$ cat config.mk
export PLATFORM = sky130hd
export DESIGN_NAME = spi_cmd_ctrl
export DESIGN_NICKNAME = d
export VERILOG_FILES = /design/src/rtl/spi_cmd_ctrl.sv
export SDC_FILE = /design/constraint.sdc
export NUM_CORES = 1
export LEC_CHECK = 0
export CAP_MARGIN = 15
export CORE_ASPECT_RATIO = 1.5
export CORE_UTILIZATION = 51
export DETAILED_ROUTE_END_ITERATION = 16
export HOLD_SLACK_MARGIN = 0.15
export PLACE_DENSITY = 0.89
export SKIP_CTS_REPAIR_TIMING = 1
export SLEW_MARGIN = 20
export SYNTH_ARGS = -nofsm -noshare
export SYNTH_HDL_FRONTEND = slang
export SYNTH_SLANG_ARGS = --single-unit
$ cat constraint.sdc
create_clock -name clk -period 2.4 [get_ports clk]
set_clock_uncertainty 0.1 [all_clocks]
set_input_delay 0.24 -clock clk [delete_from_list [all_inputs] [get_ports clk]]
set_output_delay 0.24 -clock clk [all_outputs]
set_load 0.005 [all_outputs]
$ cat src/rtl/spi_cmd_ctrl.sv
// SPI command controller: decodes header words from an SPI slave into register
// writes, register/status reads and accelerator start requests.
module spi_cmd_ctrl #(
  parameter int DATA_SIZE = 16,
  parameter int NREG      = 8
) (
  input  logic                      clk,
  input  logic                      rst_n,
  input  logic                      cs,
  input  logic                      rx_valid,
  input  logic [DATA_SIZE-1:0]      rx_data,
  output logic                      tx_valid,
  output logic [DATA_SIZE-1:0]      tx_data,
  input  logic                      tx_ready,
  output logic [NREG*DATA_SIZE-1:0] cfg_regs,
  output logic                      acc_start,
  input  logic                      acc_busy,
  output logic                      err
);

  typedef enum logic [1:0] {
    IDLE  = 2'd0,
    WDATA = 2'd1,
    RESP  = 2'd2
  } state_t;

  localparam logic [1:0] OP_NOP   = 2'b00;
  localparam logic [1:0] OP_WRITE = 2'b01;
  localparam logic [1:0] OP_READ  = 2'b10;
  localparam logic [1:0] OP_START = 2'b11;

  localparam logic [3:0]           ADDR_STATUS = 4'd8;
  localparam logic [3:0]           ADDR_CLRERR = 4'd15;
  localparam logic [DATA_SIZE-1:0] DEAD_WORD   = DATA_SIZE'(16'hDEAD);

  state_t               state_q, state_d;
  logic                 rx_valid_q, rx_valid_d;
  logic                 word_vld_q, word_vld_d;
  logic [DATA_SIZE-1:0] word_q, word_d;
  logic [3:0]           wr_addr_q, wr_addr_d;
  logic [DATA_SIZE-1:0] cfg_q [NREG];
  logic [DATA_SIZE-1:0] cfg_d [NREG];
  logic [DATA_SIZE-1:0] tx_data_q, tx_data_d;
  logic                 tx_valid_q, tx_valid_d;
  logic                 acc_start_q, acc_start_d;
  logic                 err_q, err_d;

  logic                 nw_hit;
  logic                 consume;
  logic [1:0]           hdr_op;
  logic [3:0]           hdr_addr;
  logic                 addr_in_range;
  logic [DATA_SIZE-1:0] status_word;
  logic [DATA_SIZE-1:0] rd_val;

  // A word is only taken on a fresh rx_valid rising edge inside an open frame,
  // so a level held high for many cycles yields a single header.
  assign nw_hit        = rx_valid & ~rx_valid_q & ~cs;
  assign hdr_op        = word_q[DATA_SIZE-1 -: 2];
  assign hdr_addr      = word_q[3:0];
  assign addr_in_range = (32'(hdr_addr) < NREG);

  always_comb begin
    status_word                = '0;
    status_word[DATA_SIZE-1]   = acc_busy;
    status_word[DATA_SIZE-2]   = err_q;
  end

  always_comb begin
    rd_val = DEAD_WORD;
    if (hdr_addr == ADDR_STATUS) begin
      rd_val = status_word;
    end
    for (int i = 0; i < NREG; i++) begin
      if (hdr_addr == 4'(i)) begin
        rd_val = cfg_q[i];
      end
    end
  end

  // The captured word stays pending while a response is being shifted out, so a
  // header arriving in RESP is decoded once the FSM is back in IDLE.
  always_comb begin
    state_d     = state_q;
    rx_valid_d  = rx_valid;
    word_vld_d  = word_vld_q;
    word_d      = word_q;
    wr_addr_d   = wr_addr_q;
    cfg_d       = cfg_q;
    tx_data_d   = tx_data_q;
    tx_valid_d  = 1'b0;
    acc_start_d = 1'b0;
    err_d       = err_q;
    consume     = 1'b0;

    if (cs) begin
      state_d    = IDLE;
      word_vld_d = 1'b0;
    end else begin
      unique case (state_q)
        IDLE: begin
          if (word_vld_q) begin
            consume = 1'b1;
            unique case (hdr_op)
              OP_WRITE: begin
                if (hdr_addr == ADDR_CLRERR) begin
                  err_d = 1'b0;
                end else if (addr_in_range) begin
                  state_d   = WDATA;
                  wr_addr_d = hdr_addr;
                end else begin
                  err_d = 1'b1;
                end
              end
              OP_READ: begin
                tx_data_d  = rd_val;
                tx_valid_d = ~tx_valid_q;
                state_d    = RESP;
                if (!addr_in_range && (hdr_addr != ADDR_STATUS)) begin
                  err_d = 1'b1;
                end
              end
              OP_START: begin
                if (acc_busy) begin
                  err_d = 1'b1;
                end else begin
                  acc_start_d = ~acc_start_q;
                end
              end
              OP_NOP: begin
              end
              default: begin
              end
            endcase
          end
        end
        WDATA: begin
          if (word_vld_q) begin
            consume = 1'b1;
            for (int i = 0; i < NREG; i++) begin
              if (wr_addr_q == 4'(i)) begin
                cfg_d[i] = word_q;
              end
            end
            state_d = IDLE;
          end
        end
        RESP: begin
          if (tx_ready) begin
            state_d = IDLE;
          end
        end
        default: begin
          state_d = IDLE;
        end
      endcase

      if (nw_hit) begin
        word_vld_d = 1'b1;
        word_d     = rx_data;
      end else if (consume) begin
        word_vld_d = 1'b0;
      end
    end
  end

  always_ff @(posedge clk) begin
    if (!rst_n) begin
      state_q     <= IDLE;
      rx_valid_q  <= 1'b0;
      word_vld_q  <= 1'b0;
      word_q      <= '0;
      wr_addr_q   <= '0;
      tx_data_q   <= '0;
      tx_valid_q  <= 1'b0;
      acc_start_q <= 1'b0;
      err_q       <= 1'b0;
      for (int i = 0; i < NREG; i++) begin
        cfg_q[i] <= '0;
      end
    end else begin
      state_q     <= state_d;
      rx_valid_q  <= rx_valid_d;
      word_vld_q  <= word_vld_d;
      word_q      <= word_d;
      wr_addr_q   <= wr_addr_d;
      tx_data_q   <= tx_data_d;
      tx_valid_q  <= tx_valid_d;
      acc_start_q <= acc_start_d;
      err_q       <= err_d;
      for (int i = 0; i < NREG; i++) begin
        cfg_q[i] <= cfg_d[i];
      end
    end
  end

  for (genvar g = 0; g < NREG; g++) begin : g_cfg_out
    assign cfg_regs[g*DATA_SIZE +: DATA_SIZE] = cfg_q[g];
  end

  assign tx_valid  = tx_valid_q;
  assign tx_data   = tx_data_q;
  assign acc_start = acc_start_q;
  assign err       = err_q;

endmodule

==> impl_metrics.ini <==
[clock_network]
clock_path_buffers = 2
depth_of_the_cts_h_tree = 4
clk-insertion-delay-late_ns = 0.44
total_clock_sinks = 171
clk_transition_reported_paths_ns = 0.07
cts-buffers-inserted = 17
cts_root_buf = sky130_fd_sc_hd__clkbuf_16
clock_tree_from_tritoncts = yes

[sta]
grt_setup_unrepaired = false
hold_viol_final = 0
hold-worst-slack_ns = 0.256
finalSetupViolations = 0
final_min_period_over_clock_period = 0.963
slew-limit-headroom = 0.525
setup_slack_ns = 0.0880
timing.final.crit_period_ns = 2.31
finalMaxSlewViolations = 0
timing.fmax_ghz = 0.433
tightestPinTransition_ns = 0.712

[critical_path]
cp_data_required_time_ns = 2.61
worst-endpoint-arrival_ns = 2.52
path_max_fanout = 11
critical-path-slowest-cell = sky130_fd_sc_hd__dfxtp_1
crit_path_cell_trace = nand4b_1 > o2111a_1 > a32oi_1 > o21ai_0
crit_buf_inv = 0
startpoint_type = register
worstSetupEndpointType = register
setup.worst_path.class = register to register
max_stage_delay_on_crit_path_ns = 0.68
cpLargestDelayFamily = compound AO/OA/AOI/OAI gates

[grt]
pin_count_of_the_biggest_net_entering_global_routing = 51
antenna_violations_before_repair = 0
globalRouteOverflowTotal = 0
grt_first_pass_wirelength_um = 39700
globalRouteTotalUtil = 0.337
first_global_vias = 7211

[route]
number_of_iterations_in_the_first_detailed_routing_pass = 5
viasPerCell = 6.15
dr_vias = 7441
routed_wl_um = 26100
route.antenna.remaining_nets = 0
wire_per_inst_um = 21.5
drc_violations_left = 0
first_iter_violations = 603

[floorplanning]
fp.dieW_um = 103
die_area_um2 = 15800
design.portCount = 169
dieHeight_um = 154
fp.coreArea_um2 = 15000
std_cell_rows = 55
initial_utilization = 0.520

[cells_and_area]
growth_of_design_area_from_synthesis_to_finish_pct = 33.2
final_core_util = 0.693
antenna_cells_inserted = 0
nets = 1020
drive_gt1_frac = 0.0989
layout.cells.non_filler = 1210

[pwr]
leakage_nw = 4.00
p_clk_frac = 0.482
p_per_area_nw_per_um2 = 604
cellInternalPower_mw = 4.79
switchingPower_mw = 1.49
proportion_of_power_drawn_by_flip_flops_and_latches = 0.460
netSwitchingFraction = 0.237
vdd_drop_max_mv = 0.526
comb_power_share = 0.058

[synthesis]
synthTopCellsByCount = sky130_fd_sc_hd__dfxtp_1 (171), sky130_fd_sc_hd__nor2_1 (158), sky130_fd_sc_hd__mux2i_1 (150), sky130_fd_sc_hd__clkbuf_1 (64), sky130_fd_sc_hd__nand2_1 (45)
synthMostInstantiatedCell = sky130_fd_sc_hd__dfxtp_1
share_of_flip_flops_with_an_asynchronous_set_or_reset = 0
ys_top_cells_by_area = sky130_fd_sc_hd__dfxtp_1 (44%), sky130_fd_sc_hd__mux2i_1 (19%), sky130_fd_sc_hd__nor2_1 (7.6%)
post_synth_cell_types = 52
synth_nets = 872
yosys_warnings = 0
sequential_element_share_of_the_synthesized_area = 0.439
synthesis.instances = 850
ys.flop_type = sky130_fd_sc_hd__dfxtp_1
ys_ff_latch = 171
synthDominantCellAreaShare = 0.439
synth_top_cell_by_area = sky130_fd_sc_hd__dfxtp_1
syn_avg_cell_area_um2 = 9.18
synth_area_um2 = 7800
count_of_flip_flops_with_a_built_in_enable_after_synthesis = 0

[placement]
post-place-cells = 1178
place.detailed.hpwl_um = 17300
placement.setup.worst_slack_ns = -0.0293
routabilityCongestion = 0.896
number_of_port_buffers = 168

[run_status]
outcome = completed

[flow_run]
max_cap_violations = 0

[worst_hold_path]
min_path_type = input port to register
worst reg2reg max path, delay by kind of cell (launching register included):
kind,cells,cell delay (ns)
and+or+nand+nor,1,0.58
DFF,1,0.68
AOI/OAI and AO/OA,3,0.84
per-layer routing:
layer	global-route usage	vias up	wire length (µm)
met1	0.386	3511	9100
met3	0.0591	145	2160
met2	0.550	514	12600
met5	0	-	0
li1	-	3271	-
met4	0.247	0	2180
logic make-up (layout without fill, tap and decap cells):
kind of cell	Yosys count	count (layout)	synth area share
compound gates	150	150	0.130
buf+inv	103	264	0.0641
flops	171	171	0.439
mux	154	154	0.201
simple gates	272	272	0.167
power groups by stage:
stage / registers (mW) / logic, mW / clock network (mW)
after floorplan: 2.92 / 0.204 / 0
after global placement: 2.95 / 0.343 / 0
after detailed placement: 2.95 / 0.347 / 0
after CTS: 2.89 / 0.351 / 3.02
after global routing: 2.89 / 0.380 / 3.15
final: 2.89 / 0.364 / 3.02
cells in the final DEF (no fill, tap or decap), types with 8 or more instances in the layout:
cell type	count
sky130_fd_sc_hd__dfxtp_1	169
sky130_fd_sc_hd__clkdlybuf4s50_1	168
sky130_fd_sc_hd__nor2_1	158
sky130_fd_sc_hd__mux2i_1	150
sky130_fd_sc_hd__nand2_1	45
sky130_fd_sc_hd__o21ai_0	44
sky130_fd_sc_hd__buf_4	37
sky130_fd_sc_hd__a21oi_1	29
sky130_fd_sc_hd__inv_1	18
sky130_fd_sc_hd__clkbuf_16	17
sky130_fd_sc_hd__a2bb2oi_1	12
sky130_fd_sc_hd__a211oi_1	11
sky130_fd_sc_hd__or3_1	10
sky130_fd_sc_hd__nand2b_1	9
sky130_fd_sc_hd__nor3b_1	9
sky130_fd_sc_hd__a32oi_1	9
sky130_fd_sc_hd__a311oi_1	8
sky130_fd_sc_hd__o2111a_1	8
sky130_fd_sc_hd__buf_12	8
path summary, 6_finish.rpt:
check | start | end | slack (ns) | cells past startpoint
setup / recovery | word_q[2]$_SDFFE_PN0P_ | tx_data[9]$_SDFFE_PN0P_ | 0.09 | 4
hold / removal | rx_data[11] | word_q[11]$_SDFFE_PN0P_ | 0.26 | 3
setup reg to reg | word_q[2]$_SDFFE_PN0P_ | tx_data[9]$_SDFFE_PN0P_ | 0.09 | 4
hold reg to reg | tx_valid$_SDFF_PP0_ | tx_valid$_SDFF_PP0_ | 0.33 | 1
flip-flops by register name (all words and copies together), names as in the netlist:
signal / count
acc_start: 1
rx_valid_q: 1
state_q: 2
wr_addr_q: 4
word_q: 16
tx_valid: 1
err: 1
word_vld_q: 1
cfg_regs: 128
tx_data: 16
cell type report:
class / count / area [µm²]
Timing Repair Buffer: 213 / 2120
Tap cell: 199 / 249
Fill cell: 1094 / 4600
Clock inverter: 14 / 205
Sequential cell: 171 / 3430
Inverter: 19 / 73.8
Multi-Input combinational cell: 576 / 3890
Clock buffer: 18 / 439
per-stage QoR:
stage	setup TNS [ns]	total power, mW	instance area (µm²)
2_1_floorplan	0	3.12	7800
3_3_place_gp	-0.147	3.29	9760
3_5_place_dp	-0.124	3.30	9760
4_1_cts	0	6.26	10400
5_1_grt	0	6.42	10400
6_report	0	6.28	10400
Power figures use the tool's default switching activity.
